$ cat src/rtl/pdm_cic_decim.sv
// rtl/pdm_cic_decim.sv - multi-channel sinc^N CIC decimator for 1-bit PDM streams
// Integrators run every enabled edge; combs, scaling and the valid/ready output run off a one-cycle strobe.
module pdm_cic_decim #(
    parameter int NUM_CH   = 2,
    parameter int ORDER    = 3,
    parameter int DEC_RATE = 64,
    parameter int OUT_W    = 16,
    parameter int ACC_W    = ORDER * $clog2(DEC_RATE) + 2,
    parameter int SHIFT    = (ORDER * $clog2(DEC_RATE) > OUT_W - 1) ?
                             ORDER * $clog2(DEC_RATE) - (OUT_W - 1) : 0
) (
    input  logic                      mclk1,
    input  logic                      reset,
    input  logic                      enable,
    input  logic [NUM_CH-1:0]         mdata,
    output logic [NUM_CH*OUT_W-1:0]   out_data,
    output logic                      out_valid,
    input  logic                      out_ready,
    output logic                      overrun,
    input  logic                      overrun_clr
);

    localparam int CW = $clog2(DEC_RATE);
    localparam int FW = $clog2(ORDER + 1);
    localparam int WW = ((ACC_W > OUT_W) ? ACC_W : OUT_W) + 1;
    localparam logic signed [WW-1:0] SAT_HI = {{(WW-OUT_W+1){1'b0}}, {(OUT_W-1){1'b1}}};
    localparam logic signed [WW-1:0] SAT_LO = {{(WW-OUT_W+1){1'b1}}, {(OUT_W-1){1'b0}}};

    logic [CW-1:0]             cnt;
    logic                      dec_stb;
    logic                      out_stb;
    logic [FW-1:0]             fill;
    logic                      new_word;
    logic [ACC_W-1:0]          xin     [NUM_CH];
    logic [ACC_W-1:0]          integ   [NUM_CH][ORDER];
    logic [ACC_W-1:0]          comb_z  [NUM_CH][ORDER];
    logic [ACC_W-1:0]          comb_in [NUM_CH][ORDER+1];
    logic signed [ACC_W-1:0]   dlast   [NUM_CH];
    logic signed [ACC_W-1:0]   shv     [NUM_CH];
    logic signed [WW-1:0]      wide    [NUM_CH];
    logic [NUM_CH*OUT_W-1:0]   sat_word;

    // comb_in[c][k] is the input to comb stage k; comb_in[c][ORDER] is the final difference
    always_comb begin
        for (int c = 0; c < NUM_CH; c++) begin
            xin[c] = mdata[c] ? ACC_W'(1) : '1;
            comb_in[c][0] = integ[c][ORDER-1];
            for (int k = 0; k < ORDER; k++)
                comb_in[c][k+1] = comb_in[c][k] - comb_z[c][k];
        end
    end

    always_comb begin
        sat_word = '0;
        for (int c = 0; c < NUM_CH; c++) begin
            shv[c]  = dlast[c] >>> SHIFT;
            wide[c] = {{(WW-ACC_W){shv[c][ACC_W-1]}}, shv[c]};
            if (wide[c] > SAT_HI)
                sat_word[c*OUT_W +: OUT_W] = SAT_HI[OUT_W-1:0];
            else if (wide[c] < SAT_LO)
                sat_word[c*OUT_W +: OUT_W] = SAT_LO[OUT_W-1:0];
            else
                sat_word[c*OUT_W +: OUT_W] = wide[c][OUT_W-1:0];
        end
    end

    // the first ORDER words after a restart are still flushing the comb delays
    assign new_word = out_stb && (fill == FW'(ORDER));

    always_ff @(posedge mclk1 or posedge reset) begin
        if (reset) begin
            cnt <= '0; dec_stb <= 1'b0; out_stb <= 1'b0; fill <= '0;
            out_data <= '0; out_valid <= 1'b0;
            for (int c = 0; c < NUM_CH; c++) begin
                dlast[c] <= '0;
                for (int k = 0; k < ORDER; k++) begin
                    integ[c][k]  <= '0;
                    comb_z[c][k] <= '0;
                end
            end
        end else if (!enable) begin
            cnt <= '0; dec_stb <= 1'b0; out_stb <= 1'b0; fill <= '0;
            out_data <= '0; out_valid <= 1'b0;
            for (int c = 0; c < NUM_CH; c++) begin
                dlast[c] <= '0;
                for (int k = 0; k < ORDER; k++) begin
                    integ[c][k]  <= '0;
                    comb_z[c][k] <= '0;
                end
            end
        end else begin
            cnt     <= cnt + CW'(1);
            dec_stb <= (cnt == CW'(DEC_RATE - 1));
            out_stb <= dec_stb;
            for (int c = 0; c < NUM_CH; c++) begin
                integ[c][0] <= integ[c][0] + xin[c];
                for (int k = 1; k < ORDER; k++)
                    integ[c][k] <= integ[c][k] + integ[c][k-1];
                if (dec_stb) begin
                    for (int k = 0; k < ORDER; k++)
                        comb_z[c][k] <= comb_in[c][k];
                    dlast[c] <= comb_in[c][ORDER];
                end
            end
            if (out_stb && (fill != FW'(ORDER)))
                fill <= fill + FW'(1);
            if (new_word) begin
                out_data  <= sat_word;
                out_valid <= 1'b1;
            end else if (out_ready) begin
                out_valid <= 1'b0;
            end
        end
    end

    always_ff @(posedge mclk1 or posedge reset) begin
        if (reset)
            overrun <= 1'b0;
        else if (enable && new_word && out_valid && !out_ready)
            overrun <= 1'b1;
        else if (overrun_clr)
            overrun <= 1'b0;
    end

endmodule
$ cat config.mk
export PLATFORM = sky130hd
export DESIGN_NAME = pdm_cic_decim
export DESIGN_NICKNAME = d
export VERILOG_FILES = /design/src/rtl/pdm_cic_decim.sv
export SDC_FILE = /design/constraint.sdc
export NUM_CORES = 1
export LEC_CHECK = 0
export CAP_MARGIN = 20
export CORE_ASPECT_RATIO = 1.75
export CORE_MARGIN = 8
export CORE_UTILIZATION = 30
export CTS_BUF_LIST = sky130_fd_sc_hd__clkbuf_2
export DETAILED_ROUTE_END_ITERATION = 12
export PLACE_DENSITY = 0.47
export SETUP_SLACK_MARGIN = 0.2
export SLEW_MARGIN = 0
export SYNTH_ARGS = -nofsm -noshare
export SYNTH_HDL_FRONTEND = slang
export SYNTH_SLANG_ARGS = --single-unit
$ cat constraint.sdc
create_clock -name mclk1 -period 25.7 [get_ports mclk1]
set_input_delay 2.57 -clock mclk1 [delete_from_list [all_inputs] [get_ports mclk1]]
set_output_delay 2.57 -clock mclk1 [all_outputs]
set_load 0.02 [all_outputs]
### Word-level counts from Yosys, hierarchy flattened

Index checks and enable logic that the tools add are counted.

| storage, ports and cells | value |
|---|---|
| register bits | 324 |
| output and inout bits | 34 |
| word-level logic and storage cells | 78 |

| operators by class | value |
|---|---|
| add/sub/neg operators | 14 |
| $lt $le $gt $ge | 4 |
| equality and inequality tests | 7 |
| mux-type cells | 25 |
| reductions and logical operators | 7 |

Operators by type and width:

| kind | number |
|---|---|
| $mux 120 | 2 |
| $add 20x20->20 | 6 |
| $mux 60 | 2 |
| $sub 20x20->20 | 6 |
| $mux 20 | 4 |
| $mux 16 | 4 |
| $mux 32 | 2 |
| $mux 40 | 1 |
| $gt 17x16->1 const B | 2 |
| $lt 17x16->1 const B | 2 |
| $mux 1 | 7 |
| $add 6x1->6 const B | 1 |
| $eq 6x6->1 const B | 1 |
| $mux 6 | 1 |
| $ne 2x1->1 const B | 3 |
| $logic_and 1x1->1 | 5 |
| $mux 2 | 2 |
| $ne 3x1->1 const B | 1 |
| $add 2x1->2 const B | 1 |
| $eq 2x2->1 const B | 1 |
| $ne 2x2->1 const B | 1 |
| $reduce_bool 2->1 | 1 |
| $logic_not 1->1 | 1 |

### Longest topological paths before layout

| logic depth | value |
|---|---|
| depth after elaboration | 6 |
| mapped depth | 29 |

### Worst setup path after synthesis

No wires, ideal clock.

| timing path | value |
|---|---|
| path type | register -> register |
| from | register integ, in the netlist comb_in[60] |
| to | register dlast[19] in the netlist's numbering |
| setup time | 126 ps |
| data arrival time | 5458 ps |
| data required time | 25574 ps |
| setup slack | 20115 ps |
| cell stages (with the launch flop) | 28 |
| path buffers | 0 |
| cells stage by stage | dfrtp_1 inv_1 ha_1 inv_1 fa_1 a21o_1 a21oi_1 o21bai_1 and2_1 nor2_1 xnor2_1 ha_1 and3_1 a2111oi_0 a21oi_1 a21o_1 a21oi_1 o21bai_1 a21oi_1 xnor2_1 ha_1 a21o_1 a221oi_1 o21ai_1 a31oi_1 xnor2_1 and3_1 a311o_1 |

| on the way | value |
|---|---|
| cells in the longest elaborated chain, start to end | 5 |

Ends and longest elaborated chain:

| element | line | RTL |
|---|---|---|
| start, declared | 35 | `logic [ACC_W-1:0] integ [NUM_CH][ORDER];` |
| start signal, assigned by index | 96 | `integ[c][0] <= integ[c][0] + xin[c];` |
| start signal, assigned by index | 98 | `integ[c][k] <= integ[c][k] + integ[c][k-1];` |
| $sub 20x20->20 (3 in a row) | 49 | `comb_in[c][k+1] = comb_in[c][k] - comb_z[c][k];` |
| $mux 20 | 99 | `if (dec_stb) begin` |
| $mux 40 | 81 | `end else if (!enable) begin` |
| end signal, assigned by index | 102 | `dlast[c] <= comb_in[c][ORDER];` |
| end, declared | 38 | `logic signed [ACC_W-1:0] dlast [NUM_CH];` |

Every way passes these cells. The select of a mux whose other input is x is not followed.
A chain may end at the register's enable or synchronous reset.

### Worst setup path in the final report

Same ends and word-level chain as after synthesis.

==> metrics <==
status finished clean; DRC 0; Tcrit/Tclk final 24.4%; Core Area 0.0707 mm^2; Main synth FF type dfrtp_1; remaining global-route overflow 0; GPL Wtd Cong 0.801; Synth warnings 0; clock slew at reported path FFs 110 ps; Clock Tree Root clkbuf_2; area of the die 0.0804 mm^2; Clock Skew 62.8 ps; CP most frequent cell a21oi_1; Final nets 2645; die height 369 um; average wire per standard cell 13.3 um; DIE WIDTH 218 um; synth cell count leaders nor2_1 (355), dfrtp_1 (318), ha_1 (226); Buf/Inv on CP 2; Rows 129; placed inst area 0.0228 mm^2; Yosys top cell area share 37.2%; PortBufs 40; Unique masters post-synth 79; cells after synthesis 2332; final hold viol count 0; I/O Pins 41; Antenna Nets Post-Route 0; area grow syn2layout 9.68%; layout cell share with drive strength beyond 1 7.31%; Synth Register Bits 318; fin crit period 6260 ps; vias per cell 4.76; Crit Path Category reg -> reg; setup bufs post-CTS 0; critical path's top delay family compound AO/OA/AOI/OAI gates; Total Wirelength 45.0 mm; post-synthesis cell area 0.0214 mm^2; post-synthesis sequential area ratio 37.2%; number of CTS-inserted buffers 78; number of gates resized after cts 0; Post-Place Worst Slack 19400 ps; setup_tns 0 ps; syn_area_per_cell 9.16 um^2; vias in the first global route 17.0k; first-pass GRT wire length 77.4 mm; Post-Syn Nets 2575; TritonCTS clock tree built; WP data arrival 7140 ps; Worst-Margin Slew 1100 ps; worst-path fanout max 5; DR vias 16.1k; slowest stage delay, CP 590 ps; clock sinks 318; PnR worst setup slack 19440 ps; Final Setup Violations 0; Worst-Skew Late Latency 1010 ps; slew margin rel. 26.7%; H-tree Lvls 3; Fmax 160 MHz; EDFF count, synth 0; Initial Utilization 30.2%; antenna violations before repair 2; post-synth top area cell dfrtp_1; GRT Total Usage 11.4%; RSZ-0062 raised after global routing no; 1st-iter DRT viols 456; top cells by area, synth dfrtp_1 (37%), ha_1 (13%), nor2_1 (6.2%), mux2i_1 (5.6%), xnor2_1 (4.5%); reg-to-reg slack, setup 19440 ps; hold_buf cts 0; design area 0.0234 mm^2; largest net degree at the start of global routing 133; DP HPWL 32.3 mm; Slew Limit Fails 0; layout filler cell count 7379; Critical Path Source Type flop; ys async rst share 100%; Initial DRT Pass Iterations 4; final hold slack 474 ps; CP Capture Type flop; Crit path required time 26580 ps; Clock Path Buffers 3; max-cap viol count 0; worst hold path type reg -> reg; Crit-path slowest cell a2111oi_0; count leader, synth nor2_1
[cells in the final DEF, fill, tap and decap left out, types with 11 or more instances in the layout]
cell	instances
dfrtp_1	317
a211oi_1	25
and2_1	27
o21bai_1	24
a31oi_1	15
clkdlybuf4s50_1	39
nand3_1	38
o21ai_1	25
nor2_1	355
nand2_1	115
buf_4	14
xnor2_1	109
a21oi_1	166
a21o_1	53
clkinv_1	12
ha_1	226
o21ai_0	89
nand2b_1	35
clkbuf_2	116
and3_1	11
or3_1	15
mux2i_1	119
xor2_1	73
nor3_1	41
inv_1	170
o21a_1	28
nor2b_1	29
[cell families after synthesis]
family	synth area share [%]
and+or+nand+nor	15.1
AOI/OAI and AO/OA	15.8
DFF	37.2
buffers and inverters	4.38
adders and majority gates	14.2
xor gates and xnor gates	7.66
muxes	5.68
[final timing paths]
path,endpoint,start,cells past startpoint
worst max-delay path,dlast[19],comb_in[60],28
worst min-delay path,cnt[0],cnt[0],1
worst max register to register,dlast[19],comb_in[60],28
worst min register to register,cnt[0],cnt[0],1
max in group asynchronous,comb_z[74],reset,5
min in group asynchronous,integ[20],reset,2
[per-stage QoR]
| step | instances | utilization (%) |
|---|---|---|
| global placement | 3238 | 32.2 |
| global route | 3381 | 33.2 |
| detailed placement | 3239 | 32.2 |
| finish | 3382 | 33.2 |
| CTS | 3378 | 33.1 |
| floorplan | 2332 | - |
[per-layer routing]
layer  vias up  GRT usage [%]  part of all wire (%)
li1       8277              -                     -
met1      7532           11.3                    40
met2       193           22.2                    54
met3       101           2.07                   3.1
met4         0           5.45                   3.5
met5         -              0                     0
[layout make-up]
class | instances | area [um^2] | share of cell area, %
clock inverter | 23 | 95.1 | 0.406
sequential | 318 | 7960 | 34.0
clock buffer | 116 | 581 | 2.48
timing repair buffer | 54 | 500 | 2.14
multi-input combinational | 1777 | 12500 | 53.2
antenna | 4 | 10.0 | 0.0427
inverter | 173 | 664 | 2.83
tap | 917 | 1150 | 4.89
[flip-flops by register name, summed over array words and instances, names as in the netlist, 2 cells and up]
| signal | count |
|---|---|
| cnt | 6 |
| comb_in | 40 |
| comb_z | 120 |
| dlast | 34 |
| fill | 2 |
| integ | 80 |
| out_data | 32 |
[worst register-to-register path: cells and delay by family, from the launching register on]
family          cells  cell delay, ps
compound gates     13            3300
xor+xnor            3             480
fa+ha+maj           4            1180
buf+inv             2             120
flops               1             410
simple gates        6             690
Power is not shown: default switching activity piles up to over one toggle a cycle in this logic, so the estimate is an artifact.
